$ cat src/rtl/ecc_ctrl_pkg.sv
// Shared definitions for the ECC memory controller: FSM state encoding and
// the SECDED word width the array cells are built for.
package ecc_ctrl_pkg;

  localparam int ECC_DATA_W = 20;

  typedef enum logic [1:0] {
    ST_IDLE   = 2'd0,
    ST_ACCESS = 2'd1,
    ST_SCRUB  = 2'd2,
    ST_FIX    = 2'd3
  } ctrl_state_e;

endpackage

$ cat src/rtl/ecc_scrub_timer.sv
// Background scrub pacing: interval counter, pending flag and the address
// pointer that walks the whole array one word per scrub.
module ecc_scrub_timer
  import ecc_ctrl_pkg::*;
#(
  parameter int ADDR_W         = 4,
  parameter int SCRUB_INTERVAL = 64
) (
  input  logic              clk,
  input  logic              rst_n,
  input  logic              scrub_en,
  input  logic              scrub_take,
  output logic              scrub_pending,
  output logic [ADDR_W-1:0] scrub_ptr
);

  localparam int               CNT_W = $clog2(SCRUB_INTERVAL);
  localparam logic [CNT_W-1:0] TERM  = CNT_W'(SCRUB_INTERVAL - 1);

  logic [CNT_W-1:0] tick_cnt;
  logic             in_scrub;

  // An expiry while already pending just keeps the flag set; taking the scrub clears it.
  always_ff @(posedge clk or negedge rst_n) begin
    if (!rst_n) begin
      tick_cnt      <= '0;
      scrub_pending <= 1'b0;
    end else if (!scrub_en) begin
      tick_cnt      <= '0;
      scrub_pending <= 1'b0;
    end else begin
      if (tick_cnt == TERM) tick_cnt <= '0;
      else                  tick_cnt <= tick_cnt + 1'b1;
      if (scrub_take)            scrub_pending <= 1'b0;
      else if (tick_cnt == TERM) scrub_pending <= 1'b1;
    end
  end

  // in_scrub mirrors the FSM's SCRUB cycle so the pointer advances as it leaves.
  always_ff @(posedge clk or negedge rst_n) begin
    if (!rst_n) begin
      in_scrub  <= 1'b0;
      scrub_ptr <= '0;
    end else begin
      in_scrub <= scrub_take;
      if (in_scrub) scrub_ptr <= scrub_ptr + 1'b1;
    end
  end

endmodule

$ cat src/rtl/ecc_mem_ctrl.sv
// ECC memory controller: serializes CPU requests onto the single array port,
// interleaves background scrubbing and writes corrected words back.
module ecc_mem_ctrl
  import ecc_ctrl_pkg::*;
#(
  parameter int DATA_W         = ECC_DATA_W,
  parameter int ADDR_W         = 4,
  parameter int SCRUB_INTERVAL = 64
) (
  input  logic              clk,
  input  logic              rst_n,
  input  logic              req_valid,
  input  logic              req_we,
  input  logic [ADDR_W-1:0] req_addr,
  input  logic [DATA_W-1:0] req_wdata,
  output logic              req_ready,
  output logic              rsp_valid,
  output logic [DATA_W-1:0] rsp_rdata,
  output logic              rsp_err,
  output logic [ADDR_W-1:0] mem_addr,
  output logic              mem_we,
  output logic [DATA_W-1:0] mem_wdata,
  input  logic [DATA_W-1:0] mem_rdata,
  input  logic              mem_err,
  input  logic              scrub_en,
  output logic              scrub_busy,
  output logic [7:0]        err_count
);

  ctrl_state_e       state, state_nxt;
  logic              accept;
  logic              scrub_pending;
  logic              scrub_take;
  logic [ADDR_W-1:0] scrub_ptr;

  logic              lat_we;
  logic [ADDR_W-1:0] lat_addr;
  logic [DATA_W-1:0] lat_wdata;
  logic [ADDR_W-1:0] fix_addr;
  logic [DATA_W-1:0] fix_data;

  function automatic logic [7:0] sat_inc8(input logic [7:0] v);
    return (v == 8'hFF) ? v : v + 8'd1;
  endfunction

  ecc_scrub_timer #(
    .ADDR_W         (ADDR_W),
    .SCRUB_INTERVAL (SCRUB_INTERVAL)
  ) u_scrub_timer (
    .clk           (clk),
    .rst_n         (rst_n),
    .scrub_en      (scrub_en),
    .scrub_take    (scrub_take),
    .scrub_pending (scrub_pending),
    .scrub_ptr     (scrub_ptr)
  );

  assign req_ready  = (state == ST_IDLE) && !scrub_pending;
  assign accept     = req_valid && req_ready;
  assign scrub_take = (state == ST_IDLE) && scrub_pending;
  assign scrub_busy = (state == ST_SCRUB) || (state == ST_FIX) || scrub_pending;

  always_comb begin
    state_nxt = state;
    case (state)
      ST_IDLE: begin
        if (scrub_take)  state_nxt = ST_SCRUB;
        else if (accept) state_nxt = ST_ACCESS;
      end
      ST_ACCESS: state_nxt = (!lat_we && mem_err) ? ST_FIX : ST_IDLE;
      ST_SCRUB:  state_nxt = mem_err ? ST_FIX : ST_IDLE;
      ST_FIX:    state_nxt = ST_IDLE;
      default:   state_nxt = ST_IDLE;
    endcase
  end

  // Array port is decoded from state so an asynchronous reset drops mem_we at once.
  always_comb begin
    mem_addr  = '0;
    mem_we    = 1'b0;
    mem_wdata = '0;
    case (state)
      ST_ACCESS: begin
        mem_addr  = lat_addr;
        mem_we    = lat_we;
        mem_wdata = lat_we ? lat_wdata : '0;
      end
      ST_SCRUB: mem_addr = scrub_ptr;
      ST_FIX: begin
        mem_addr  = fix_addr;
        mem_we    = 1'b1;
        mem_wdata = fix_data;
      end
      default: ;
    endcase
  end

  always_ff @(posedge clk or negedge rst_n) begin
    if (!rst_n) state <= ST_IDLE;
    else        state <= state_nxt;
  end

  always_ff @(posedge clk or negedge rst_n) begin
    if (!rst_n) begin
      rsp_valid <= 1'b0;
      rsp_err   <= 1'b0;
      rsp_rdata <= '0;
      err_count <= '0;
    end else begin
      rsp_valid <= (state == ST_ACCESS);
      if (state == ST_ACCESS) rsp_err <= !lat_we && mem_err;
      if (state == ST_ACCESS && !lat_we) rsp_rdata <= mem_rdata;
      if (state_nxt == ST_FIX) err_count <= sat_inc8(err_count);
    end
  end

  // Request and write-back latches carry data only; state guards their use.
  always_ff @(posedge clk) begin
    if (accept) begin
      lat_we    <= req_we;
      lat_addr  <= req_addr;
      lat_wdata <= req_wdata;
    end
    if (state == ST_ACCESS || state == ST_SCRUB) begin
      fix_addr <= mem_addr;
      fix_data <= mem_rdata;
    end
  end

endmodule

$ cat config.mk
export PLATFORM = sky130hd
export DESIGN_NAME = ecc_mem_ctrl
export DESIGN_NICKNAME = d
export VERILOG_FILES = /design/src/rtl/ecc_ctrl_pkg.sv /design/src/rtl/ecc_scrub_timer.sv /design/src/rtl/ecc_mem_ctrl.sv
export SDC_FILE = /design/constraint.sdc
export NUM_CORES = 1
export LEC_CHECK = 0
export CAP_MARGIN = 30
export CORE_MARGIN = 8
export CORE_UTILIZATION = 47
export DETAILED_ROUTE_END_ITERATION = 7
export GPL_TIMING_DRIVEN = 0
export PLACE_DENSITY = 0.8
export SYNTH_ARGS = -nofsm -noshare
export SYNTH_HDL_FRONTEND = slang
export SYNTH_SLANG_ARGS = --single-unit
$ cat constraint.sdc
create_clock -name clk -period 2.3 [get_ports clk]
set_clock_uncertainty 0.1 [all_clocks]
set_input_delay 0.345 -clock clk [delete_from_list [all_inputs] [get_ports clk]]
set_output_delay 0.345 -clock clk [all_outputs]
set_load 0.005 [all_outputs]
# == Word-level counts from Yosys, hierarchy flattened ==
# Index checks and enable logic that the tools add are counted.
# op_classes
add_sub_neg,3
n_eq_ne,7
n_mux,14
bitwise,1
n_reduce_logical,12
# op_table
operator,count
20-bit case mux with 2 select lines,1
20-bit 2-to-1 mux,1
6-bit 2-to-1 mux,2
4-bit case mux with 3 select lines,1
8-bit by 1-bit adder with 8-bit output (second input constant),1
8-bit equality test (second input constant),1
2-bit 2-to-1 mux,4
2-bit case mux with 4 select lines,1
6-bit by 1-bit adder with 6-bit output (second input constant),1
2-bit equality test (second input constant),3
6-bit equality test (second input constant),1
1-bit logical AND,5
4-bit by 1-bit adder with 4-bit output (second input constant),1
1-bit logical OR,3
1-bit 2-to-1 mux,3
3-bit by 1-bit != test with 1-bit output (second input constant),1
2-bit by 1-bit equality test with 1-bit output (second input constant),1
1-bit logical NOT,2
2-bit logical NOT,1
1-bit case mux with 2 select lines,1
2-bit AND reduction,1
1-bit NOT,1
# totals
ff_bits,93
input_bits,50
out_inout_bits,57
word_cells,51

# == Longest topological paths before layout ==
# Gate-level depths: netlist of run 1.
# depth
ltp_word,8
mapped_depth,7
depth_no_buf,6

# == Cells and area by module ==
# A second synthesis of run 1 with hierarchy kept.
# unflattened
cells_unflattened,226
area_unflattened_um2,3602.2
# modules_own_cells
module,instances,cells_each,area_each_um2,seq_area_each_um2
ecc_mem_ctrl,1,187,3111.7,2272.2
ecc_scrub_timer,1,39,490.5,300.3

# == Worst setup path before layout of run 1 ==
# Ideal clock, no wire load.
# synth_timing
path_kind,register to register
start,reg state[0]
end,"reg lat_addr[0], enable pin"
setup_ns,0.384
arrival_time_ns,1.617
required_ns,1.816
slack_ns,0.199
path_stages_with_launch,6
path_buffers,1
period_less_slack_ns,2.101
cell_sequence,dfrtp_1 -> inv_1 -> ha_1 -> buf_4 -> and2b_4 -> and2_1
# synth_via
elab_chain_len,3
# synth_rtl
item,line,rtl
start: declaration,ecc_mem_ctrl.sv:30,"ctrl_state_e state, state_nxt;"
start signal: assignment,ecc_mem_ctrl.sv:100,else state <= state_nxt;
2-bit logical NOT,ecc_mem_ctrl.sv:58,assign req_ready = (state == ST_IDLE) && !scrub_pending;
1-bit logical AND,ecc_mem_ctrl.sv:58,
via req_ready,ecc_mem_ctrl.sv:16,"output logic req_ready,"
1-bit logical AND,ecc_mem_ctrl.sv:59,assign accept = req_valid && req_ready;
via accept,ecc_mem_ctrl.sv:31,logic accept;
end signal: assignment,ecc_mem_ctrl.sv:121,lat_addr <= req_addr;
end: declaration,ecc_mem_ctrl.sv:37,logic [ADDR_W-1:0] lat_addr;
# The timed path passes the listed nets, and every way through them passes these cells.
# A chain may end at the register's enable or synchronous reset.

# == Worst setup path in the final report of run 1 ==
# layout_timing
start,reg state[1]
end,out mem_wdata[9]
# layout_via
elab_chain_len,2
elab_cells_between_ends,3
cone_classes,eq/ne: 2; mux: 1
# layout_rtl
item,line,rtl
2-bit equality test / 2-bit by 1-bit equality test with 1-bit output (equally long branches),ecc_mem_ctrl.sv:82,case (state)
20-bit case mux with 2 select lines *,ecc_mem_ctrl.sv:82,
end: declaration,ecc_mem_ctrl.sv:22,"output logic [DATA_W-1:0] mem_wdata,"
# Mark *: on every way between the ends. The rest lies on a longest branch, timed or not.

==> results list, run 1 <==
- Slew of the pin with the lowest slew margin: 0.5792 ns
- The floorplan step set the die height to 104.3 µm.
- During placement, the flow inserted port buffers numbering 106.
- The synthesized netlist occupies a cell area of 0.003669 mm².
* Met3 track utilization from global routing: 4.585%
- For this run, design rule violations remaining after detail routing come to 0.
- Share of synthesized cell area in full adder, half adder and majority cells: 2.387%
- Setup slack on the critical path of the routed design comes to -0.1065 ns.
- Setup repair after global routing could not meet its margin everywhere.
- Synthesis produced 226 cells.
- Final setup vio count: 13
* Total via count in the routed design: 2373
* Number of search-and-repair iterations in the first detailed-routing pass: 4
- Row Count: 32
- Using the TritonRoute via totals, the vias-per-cell ratio works out to 5.159.
- Across the run, the number of max-cap violations was 0.
- The core region is 0.007647 mm².
- The final critical path takes up 104.6% of the cycle.
- met2 is the most crowded layer.
* First-pass GRT wire length: 13390 µm
- Layout cell share with drive strength beyond 1: 20.95%
- Number of diodes added for antenna fixing: 0
- In this run the remaining antenna-violating nets after routing total 0.
- Post-detailed-route wirelength per cell: 18.39 µm
- Placed cell area: 0.004922 mm²
- The Yosys step of the flow raised 0 warnings.
* Clk slew on worst S/H paths: 0.08 ns
- Cell variety after synth: 34
- After routing, the total negative slack on setup checks comes to -1.161 ns.
* Post-synthesis compound-gate area fraction: 9.652%
- At the worst endpoint, the arrival time is 1.96 ns.
- Kind of start point of the critical path: flip-flop
- From synthesis to final layout, the design area changed by 42.80%.
- The final reports fail on negative setup slack.
* X dimension of the die: 104.3 µm
- Number of flip-flops and latches in the synthesized netlist: 93
- Entering global routing, the biggest net connects 24 pins.
- The run finished, with violations left.
* Dominant register cell in the synthesized netlist: edfxtp_1
- Synth Area per Inst: 16.23 µm²
- Insertion delay of the later-clocked pin in the worst-skew pair: 0.34 ns
- STA classifies the critical path endpoint as a primary output.
* Clock period minus worst slack: 2.406 ns
* Synth Area in XOR/XNOR: 2.865%
- Along the worst path, the maximum fanout reaches 10.
- For this design the top-level I/O count stands at 107.
- Measured against its own limit, the worst slew margin works out to 61.39%.
- Final weighted congestion of routability-driven global placement: 0.7881
- Counting flops with an async set or reset pin after synthesis yields a share of 47.31%.
- The total count of max-transition violations in the final report is 0.
- The initial antenna violation count is 0.
- The H-tree was split into 3 levels.
* Total routed wirelength: 8458 µm
- The tree built by TritonCTS fans out to 93 sinks.
* TritonCTS buffer count: 9
- Main combinational cell family by area after synthesis: compound AO/OA/AOI/OAI gates
- Global router's overall resource usage: 15.56%
- Achievable Freq: 415.5 MHz
* Portion of netlist area occupied by mux cells: 7.367%
- Global-route met2 utilization: 24.41%
* Crit Path Category: flip-flop to primary output
* Number of buffers between clock root and the deepest sink: 2
- The analysis attributes to cell leakage a power of 0.002108 µW.
- Via count of the first global-routing pass: 2545
- For flop-to-flop paths, the worst setup slack is 0.19 ns.
* Final hold violations: 0
- The die covers 0.01089 mm².
- Number of enable flip-flop cells after synthesis: 49
* Root buffer cell: clkbuf_8
- Simple-gate share of the synthesized area: 6.310%
* Number of nets in the synthesized netlist: 283
* Clock tree from TritonCTS: built
- Detail Placement HPWL: 6268 µm
* Number of DRC violations after detailed-routing iteration 0: 84
- Worst path required time: 1.86 ns
- The final layout contains 410 nets.
- Cell Pwr Density: 1118 mW/mm²
* Initial core utilization: 47.97%
- FILL cells: 521
- Area of all placed cells without fillers: 0.005239 mm²
* Worst IR Drop VDD: 0.9074 mV
- Sequential elements use 70.12% of the synthesized area.
- The min-delay analysis places its worst path in the category flip-flop to flip-flop.
- Summed over all layers, the global routing overflow is 0.
- Global routing consumed, on the met1 layer, 19.51% of the routing resources.
[routing by layer]
layer | vias up | part of all wire [%] | wire length (µm)
li1 | 1110 | - | -
met1 | 1172 | 45 | 3784
met2 | 79 | 48 | 4026
met3 | 12 | 6.0 | 505
met4 | 0 | 1.7 | 142
met5 | - | 0 | 0
[report_power, final]
| group | internal (µW) | switching [µW] |
|---|---|---|
| combinational | 1280 | 906 |
| clock | 501 | 502 |
| sequential | 2400 | 263 |
[critical path, stage by stage (launching register included)]
cell	delay, ns
dfrtp_2	0.42
buf_4	0.14
ha_4	0.19
clkbuf_8	0.17
a22o_1	0.24
clkdlybuf4s50_1	0.45
[per-stage QoR]
step	power [µW]	cells	worst slack, ns	utilization, %	hold WS [ns]
after floorplan	3513	226	0.1987	-	-0.05059
after global placement	4651	434	-0.4676	63.51	0.3488
after detailed placement	4808	437	-0.3488	64.37	0.2692
after CTS	5895	457	-0.1582	68.13	0.3705
after global routing	6188	460	-0.1943	68.50	0.3952
final	5855	460	-0.1065	68.50	0.3656
[sequential cells by signal (all words and copies together), names as in the netlist]
signal,cells
rsp_rdata,20
err_count,8
fix_addr,4
u_scrub_timer.scrub_pending,1
rsp_err,1
lat_we,1
u_scrub_timer.tick_cnt,6
u_scrub_timer.scrub_ptr,4
lat_wdata,20
state,2
fix_data,20
u_scrub_timer.in_scrub,1
rsp_valid,1
lat_addr,4
[timing repair]
action | 4_1_cts | 5_1_grt
endpoints found under the hold margin | 22 | 0
endpoints found under the setup margin | 41 | 21
setup buffers | 4 | 3
hold buffers | 1 | 0
pin swaps | 3 | 5
gates resized for setup | 35 | 11
[placed cells by master (no fill, tap or decap), drive strengths merged, types with 2 or more instances in the layout]
cell,synthesis,final
a2111oi,2,2
a211oi,2,2
a21oi,2,2
a222oi,4,4
a22o,20,20
and2,7,7
and2b,2,2
buf,3,14
clkbuf,5,19
clkdlybuf4s15,0,2
clkdlybuf4s50,0,91
clkinv,0,2
dfrtp,44,44
dlygate4sd2,0,7
dlymetal6s2s,0,3
edfxtp,49,49
ha,7,7
inv,3,3
mux2,24,24
nand2,9,9
nand3,5,5
nand4,3,3
nor2,9,9
nor2b,3,3
o21ai,4,4
or2,2,2
xnor2,4,4
xor2,8,8
[path summary, 6_finish.rpt]
check | start | end | cells after the start
setup / recovery | state[1]$_DFF_PN0_ | mem_wdata[9] | 5
hold / removal | u_scrub_timer.tick_cnt[0]$_DFF_PN0_ | u_scrub_timer.tick_cnt[0]$_DFF_PN0_ | 1
setup reg to reg | state[0]$_DFF_PN0_ | err_count[6]$_DFFE_PN0P_ | 7
hold reg to reg | u_scrub_timer.tick_cnt[0]$_DFF_PN0_ | u_scrub_timer.tick_cnt[0]$_DFF_PN0_ | 1
max in group asynchronous | rst_n | state[1]$_DFF_PN0_ | 3
min in group asynchronous | rst_n | err_count[7]$_DFFE_PN0P_ | 2
[cell type report]
cell class	instances	area (µm²)	area share, %
sequential	93	2575	49.15
timing repair buffer	117	1177	22.47
multi-input combinational	122	1092	20.85
clock buffer	13	138.9	2.651
tap	102	127.6	2.436
buffer	7	76.32	1.457
clock inverter	3	40.04	0.7643
inverter	3	11.26	0.2150
[Yosys cell counts (all sizes together) (2+ instances only)]
| cell | count | share of area [%] |
|---|---|---|
| and2b | 2 | 0.48 |
| buf | 3 | 0.48 |
| a222oi | 4 | 1.1 |
| nand4 | 3 | 0.51 |
| dfrtp | 44 | 30 |
| mux2 | 24 | 7.4 |
| a2111oi | 2 | 1.5 |
| xnor2 | 4 | 0.95 |
| clkbuf | 5 | 0.51 |
| a211oi | 2 | 0.41 |
| xor2 | 8 | 1.9 |
| o21ai | 4 | 0.85 |
| edfxtp | 49 | 40 |
| a21oi | 2 | 0.38 |
| nand2 | 9 | 0.92 |
| a22o | 20 | 4.8 |
| nand3 | 5 | 1.0 |
| or2 | 2 | 0.34 |
| ha | 7 | 2.4 |
| inv | 3 | 0.31 |
| nor2 | 9 | 0.99 |
| and2 | 7 | 1.2 |
| nor2b | 3 | 0.51 |
[cell families (layout without fill, tap and decap cells)]
family,Yosys count,count (layout)
adders and majority gates,7,7
and+or+nand+nor,42,42
DFF,93,93
xor gates and xnor gates,12,12
muxes,24,24
AOI/OAI and AO/OA,37,37
buffers and inverters,11,143
Power figures use the tool's default switching activity.
==> run 2, diff against run 1 <==
- CORE_UTILIZATION: 47 -> 60
- DONT_BUFFER_PORTS: unset -> 1
- PLACE_DENSITY: 0.8 -> 0.77
- clock period: 2.3 -> 2.5 ns (I/O delays scaled with it)
==> results list, run 2 (synthesis gave the netlist of run 1 again) <==
- The run finished with clean final reports.
- The CTS sink count is 93 (unchanged).
- TritonCTS built the clock tree.
- The slowest stage of the critical path is the dfrtp_1 cell.
- In this run the clock root is driven by a clkbuf_8.
* First-pass GRT wire length: 11900 µm (-11%)
* Area of all placed cells without fillers: 0.004487 mm² (-14%)
* Final Max Slew Viols: 0 (unchanged)
- The routed length per instance came to 22.14 µm (+20%).
* Global router's overall resource usage: 18.16% (+2.6 points)
- The number of CTS-inserted buffers came to 9 (unchanged).
- The sequential fraction of design power came to 54.5% (+9.0 points).
- Vert. Die Dim: 94.20 µm (-9.7%)
* FILL cells: 354 (-32%)
- Part of the power in the clock network: 19.3% (+2.2 points)
- Worst Hold Class: input pin to flip-flop
* Internal portion of total power: 3158 µW (-25%)
* Largest regs: fix_data x20, lat_wdata x20, rsp_rdata x20
* Row Count: 28 (-13%)
- Worst path required time: 2.03 ns (+0.17 ns)
- The die footprint is 0.008873 mm² (-19%).
* Number of port buffers: 0 (-100%)
- Kind of start point of the critical path: flip-flop
- Initial core utilization: 61.96% (+14 points)
* Setup Buffers After CTS: 0 (-4)
* Maximum number of pins on one net before global-route repair: 45 (+88%)
- Cell Pwr Density: 1026 mW/mm² (-8.2%)
- Total Nets Final: 342 (-17%)
- Setup_tns: 0 ns (+1.161 ns)
- The number of vias per cell after detailed routing was 5.833 (+13%).
- Switching share of power: 31.43% (+2.9 points)
* RSZ-0062 raised after global routing: no
* Achievable Freq: 436.3 MHz
- The initial antenna violation count is 0 (unchanged).
- Number of DRC violations after detailed-routing iteration 0: 128 (+52%)
* Via count of the first global-routing pass: 2114 (-17%)
- Max-cap violation count: 0 (unchanged)
- The number of inserted diodes was 0 (unchanged).
- The highest cell delay on the worst timing path is 0.48 ns (+0.03 ns).
- R2r worst-path depth: 6 (-1)
- The footprint of the multi-input gates came to 0.001051 mm² (-3.8%).
- Final setup vio count: 0 (-13)
* Clk slew on worst S/H paths: 0.09 ns (about the same)
- CTS H-tree lvls: 3 (unchanged)
- Ratio of final minimum period to clock period: 91.68%
- Insertion delay of the later-clocked pin in the worst-skew pair: 0.35 ns (about the same)
- The static leakage power came to 0.001772 µW (-16%).
* Top fanout value on the critical path: 10 (unchanged)
- Combinational group share of total power: 26.2% (-11 points)
* Total via count in the routed design: 2129 (-10%)
- Area delta synth->final: 22.31%
- Crit path DAT: 1.82 ns (-0.14 ns)
- Traced cell by cell, the critical path runs through ha_2 > and2_1 > clkbuf_2 > a22o_1.
- Slew of the pin with the lowest slew margin: 0.6968 ns (+0.1176 ns)
- The fraction of layout instances using a drive strength above 1 came to 20.34% (-0.60 points).
- The number of I/O pins was 107 (unchanged).
- Grt total ovfl: 0 (unchanged)
- Antenna Violating Nets Remaining: 0 (unchanged)
- The critical path in this run is classified as flip-flop to primary output.
- Worst IR Drop VDD: 0.6339 mV (-30%)
- Final hold violations: 0 (unchanged)
- Core Box Area: 0.005921 mm² (-23%)
- Combined flip-flop and latch cell area: 0.002572 mm² (about the same)
- The die span in x is 94.20 µm (-9.7%).
- The standard cell area after detailed placement is 0.003817 mm² (-22%).
- Crit path capture type: primary output
- The post-detailed-placement half-perimeter wirelength is 5431 µm (-13%).
- The routability-driven placement congestion ratio was 0.7457 (-5.4%).
- The length of the first detailed-routing pass in iterations came to 4 (unchanged).
- In the layout the commonest cells are edfxtp_1 (49), dlygate4sd3_1 (46), dfrtp_1 (44).
* Number of buffers between clock root and the deepest sink: 2 (unchanged)
* WHS Path Cells: 1 (unchanged)
* Clock period minus worst slack: 2.292 ns
* Max-Slew Margin vs Limit: 53.55% (-7.8 points)
- DR DRC count: 0 (unchanged)
* Most frequent standard cell in the layout excluding fill and tap cells: edfxtp_1
- Net switching power: 1448 µW (-13%)
* Total routed wirelength: 8082 µm (-4.4%)
run 2: cell types whose count changed in the layout (fill, tap and decap cells not counted), moves of 3 or more:
cell / before / now
clkdlybuf4s50_1: 91 / 0
dlygate4sd3_1: 1 / 46
dlygate4sd2_1: 7 / 0
buf_4: 7 / 1
clkbuf_1: 4 / 1
clkbuf_8: 13 / 10
clkinvlp_4: 0 / 3
dlymetal6s2s_1: 3 / 0
ha_4: 3 / 0
run 2: timing repair:
action,in CTS,in global routing
hold buffers,23,24
endpoints found under the setup margin,20,4
resized for setup,4,1
cloned,0,0
endpoints found under the hold margin,65,24
run 2: worst paths after layout:
kind                                                     start                                  end  slack, ns
max reg2reg                                 state[0]$_DFF_PN0_              lat_wdata[15]$_DFFE_PP_       0.21
min                                                   scrub_en  u_scrub_timer.tick_cnt[4]$_DFF_PN0_       0.05
min reg2reg                u_scrub_timer.tick_cnt[0]$_DFF_PN0_  u_scrub_timer.tick_cnt[0]$_DFF_PN0_       0.36
max                                         state[0]$_DFF_PN0_                        mem_wdata[14]       0.21
max in group asynchronous                                rst_n             rsp_rdata[1]$_DFFE_PN0P_       1.67
min in group asynchronous                                rst_n            rsp_rdata[11]$_DFFE_PN0P_       0.41
run 2: metrics by stage:
stage	cells	power (µW)	hold slack [ns]	setup WS [ns]	utilization, %
after floorplan	226	3232	-0.02059	0.3987	-
after global placement	301	3522	-0.01946	-0.01541	63.55
after detailed placement	303	3682	-0.01941	0.2177	64.48
after CTS	342	4618	0.000004080	0.07613	71.75
after global routing	365	4858	0.03925	0.07522	75.78
final	365	4606	0.05193	0.2079	75.78
run 2: power by group through the flow:
| stage | Combinational [µW] | Sequential, µW | Clock (µW) |
|---|---|---|---|
| final | 1210 | 2510 | 890 |
| after global routing | 1310 | 2570 | 978 |
| after CTS | 1190 | 2520 | 916 |
| after detailed placement | 1130 | 2550 | 0 |
| after global placement | 988 | 2530 | 0 |
| after floorplan | 785 | 2450 | 0 |
run 2: worst max-delay path, delay by kind of cell (launching register included):
kind            cells  cell delay, ns
fa+ha+maj           1            0.31
compound gates      1            0.24
flops               1            0.48
simple gates        1            0.18
buf+inv             1            0.25
run 2: final cells by class:
class	instances	area share (%)
clock inverters	5	0.8087
multi-input cells	122	23.42
flip-flops and latches	93	57.33
inverters	3	0.2510
plain buffers	7	0.8366
clock buffers	11	3.151
well taps	75	2.091
repair buffers	49	12.10
run 2: layer usage:
| layer | global-route usage [%] | wire (µm) | vias to the layer above | share of wire, % |
|---|---|---|---|---|
| met4 | 11.10 | 177 | 0 | 2.2 |
| met1 | 21.62 | 3025 | 1044 | 37 |
| li1 | - | - | 969 | - |
| met3 | 5.675 | 747 | 15 | 9.2 |
| met2 | 28.16 | 4132 | 101 | 51 |
| met5 | 0 | 0 | - | 0 |
==> run 3, diff against run 2 <==
- SETUP_SLACK_MARGIN: unset -> 0.5
- SLEW_MARGIN: unset -> 10
==> results list, run 3 (synthesis gave the netlist of run 1 again) <==
* Run status: completed
- Total via count in the routed design: 2114 (-0.70%)
- The number of I/O pins is 107 (unchanged).
- The maximum frequency from static timing analysis came to 479.1 MHz (+9.8%).
- Routed met2 length: 4349 µm (+5.3%)
- Met3 layer wire length in the routed design: 897 µm (+20%)
- The worst hold path begins at mem_rdata[17].
* Number of port buffers: 0 (unchanged)
* Maximum number of pins on one net before global-route repair: 45 (unchanged)
- Kind of cell adding the most delay to the critical path: flip-flops
- The number of cells on the worst hold path is 0 (-1).
- The length of the first detailed-routing pass in iterations came to 5 (+1).
- FF-to-FF End: err_count[6]$_DFFE_PN0P_
- Clock tree from TritonCTS: built
- X dimension of the die: 94.20 µm (unchanged)
* Switching share of power: 30.69% (-0.74 points)
- The library cell used most frequently in the layout, excluding fill and tap cells, is edfxtp_1.
- Insertion delay of the later-clocked pin in the worst-skew pair: 0.34 ns (about the same)
* Max-Slew Margin vs Limit: 62.95% (+9.4 points)
- Clock period minus worst slack: 2.087 ns (-0.2050 ns)
* Setup slack on the worst flop-to-flop path: 0.42 ns (+0.21 ns)
- The count of max-cap constraint violations was 0 (unchanged).
- The DRC marker count from the first detailed-route iteration came to 115 (-10%).
- Row Count: 28 (unchanged)
- Via count of the first global-routing pass: 2213 (+4.7%)
- Core Box Area: 0.005921 mm² (unchanged)
* Post-detailed-route wirelength per cell: 24.40 µm (+10%)
- Number of diodes added for antenna fixing: 0 (unchanged)
* Final Max Slew Viols: 0 (unchanged)
* Vert. Die Dim: 94.20 µm (unchanged)
- Cell Chain, Critical Path: inv_2 > ha_4 > and2_4 > clkbuf_16 > a22o_1
- Antenna Violating Nets Remaining: 0 (unchanged)
- Total leakage power: 0.001771 µW (about the same)
- Internal portion of total power: 3463 µW (+9.7%)
- In the layout the commonest cells are edfxtp_1 (49), dfrtp_1 (42), mux2_2 (24).
- The fraction of the core area covered by cells at the end of the flow was 75.59% (-0.19 points).
- CTS H-tree lvls: 3 (unchanged)
- The power spent charging and discharging nets is 1534 µW (+6.0%).
- Area delta synth->final: 22.00%
* Global router's overall resource usage: 18.89% (+0.73 points)
- The endpoint required time on the critical path was 2.03 ns (about the same).
* Grt total ovfl: 0 (unchanged)
- Setup repair after global routing could not meet its margin everywhere.
* Library cell contributing the largest single delay on the critical path: dfrtp_2
* Total routed wirelength: 8467 µm (+4.8%)
* WHS Endpoint: fix_data[17]$_DFFE_PP_
- TritonCTS buffer count: 9 (unchanged)
- Layout cell share with drive strength beyond 1: 31.25% (+11 points)
* Worst R2R Start: state[0]$_DFF_PN0_
* Crit path DAT: 1.61 ns (-0.21 ns)
- The hold violation count in the final report was 0 (unchanged).
- Final weighted congestion of routability-driven global placement: 0.7459 (about the same)
- The final worst-path setup slack came to 0.4129 ns (+0.2050 ns).
* Worst IR Drop VDD: 0.7195 mV (+14%)
- Root buffer cell: clkbuf_8
- The setup TNS came to 0 ns (unchanged).
* Cell Pwr Density: 1117 mW/mm² (+8.8%)
* Via-per-instance ratio: 6.092 (+4.4%)
- The sequential fraction of design power came to 50.6% (-3.9 points).
- The initial antenna violation count came to 0 (unchanged).
- The maximum count of clock buffers along a single path was 2 (unchanged).
- The effective utilization at floorplan is 61.96% (unchanged).
- Area of all placed cells without fillers: 0.004476 mm² (-0.25%)
- Signal routing reaches up to met4.
- The largest fanout of any net on the critical path was 7 (-3).
- DR DRC count: 0 (unchanged)
- The number of cells traversed by the worst register-to-register path was 7 (+1).
* Placed cell area: 0.003779 mm² (-1.0%)
- Crit path capture type: primary output
* Total Nets Final: 324 (-5.3%)
- Ratio of final minimum period to clock period: 83.48% (-8.2 points)
- Worst Setup Slack post-DPL: 0.2905 ns (+0.07285 ns)
- Largest regs: fix_data x20, lat_wdata x20, rsp_rdata x20
* Delay of the slowest cell on the worst path: 0.46 ns (-0.02 ns)
- The CTS sink count was 93 (unchanged).
- Combinational group share of total power: 27.2% (+1.0 points)
* Total buffers and inverters traversed by the critical path: 2 (+1)
* Clk slew on worst S/H paths: 0.09 ns (about the same)
* Crit Path Category: flip-flop to primary output
- Detail Placement HPWL: 5490 µm (+1.1%)
* Met1 layer wirelength in the final routing: 3142 µm (+3.9%)
- The setup violation total in the final timing report was 0 (unchanged).
- Part of the power in the clock network: 22.2% (+2.9 points)
- Die area: 0.008873 mm² (unchanged)
- The worst-margin pin slew came to 0.5557 ns (-0.1411 ns).
- STA classifies the critical path startpoint as a flip-flop.
* First-pass GRT wire length: 12560 µm (+5.6%)
- The worst hold path belongs to the class input pin to flip-flop.
-- run 3: cell types whose count changed in the layout (fill, tap and decap cells not counted), moves of 3 or more --
cell           change
buf_4              +6
buf_8              +5
dlygate4sd3_1     -30
a22o_4             +3
clkinvlp_4         -3
a22o_1             -3
ha_4               +3
clkbuf_2           -4
-- run 3: timing repair --
item | 4_1_cts | 5_1_grt
gates cloned | 4 | 0
endpoints found under the hold margin | 44 | 15
endpoints found under the setup margin | 69 | 36
hold buffers | 2 | 15
pin swaps | 20 | 12
resized for setup | 35 | 9
setup buffers | 6 | 2
-- run 3: worst max-delay path by stage --
stage	startpoint	end	slack (ns)	depth (start not counted)
after floorplan	state[0]$_DFF_PN0_	err_count[6]$_DFFE_PN0P_	0.55	7
after global placement	state[0]$_DFF_PN0_	mem_wdata[12]	0.31	4
after detailed placement	state[1]$_DFF_PN0_	mem_wdata[12]	0.29	5
after CTS	state[0]$_DFF_PN0_	mem_addr[1]	0.35	4
after global routing	state[1]$_DFF_PN0_	mem_wdata[4]	0.34	5
final	state[1]$_DFF_PN0_	mem_wdata[7]	0.41	5
-- run 3: final cells by class --
class	count	area, µm²
plain buffers	8	108.9
well taps	75	93.84
multi-input cells	122	1145
fillers	356	1445
inverters	3	11.26
flip-flops and latches	93	2575
clock inverters	5	82.58
repair buffers	30	317.8
clock buffers	11	141.4
-- run 3: routing by layer --
| metal | vias up | global-route usage, % |
|---|---|---|
| li1 | 933 | - |
| met1 | 1085 | 22.63 |
| met2 | 90 | 31.00 |
| met3 | 6 | 5.995 |
| met4 | 0 | 7.133 |
| met5 | - | 0 |
-- run 3: per-stage QoR --
step,std cells,hold slack [ns],total power (µW)
final,347,0.01877,4997
after global placement,301,-0.01949,3526
after detailed placement,302,-0.01964,3629
after CTS,330,0.003114,4962
after floorplan,226,-0.02059,3232
after global routing,347,0.003987,5236
-- run 3: power by group through the flow --
stage	clock network [µW]	logic [µW]	registers (µW)
finish	1110	1360	2530
global placement	0	995	2530
CTS	1120	1310	2530
global route	1180	1470	2590
floorplan	0	787	2450
detailed placement	0	1080	2550
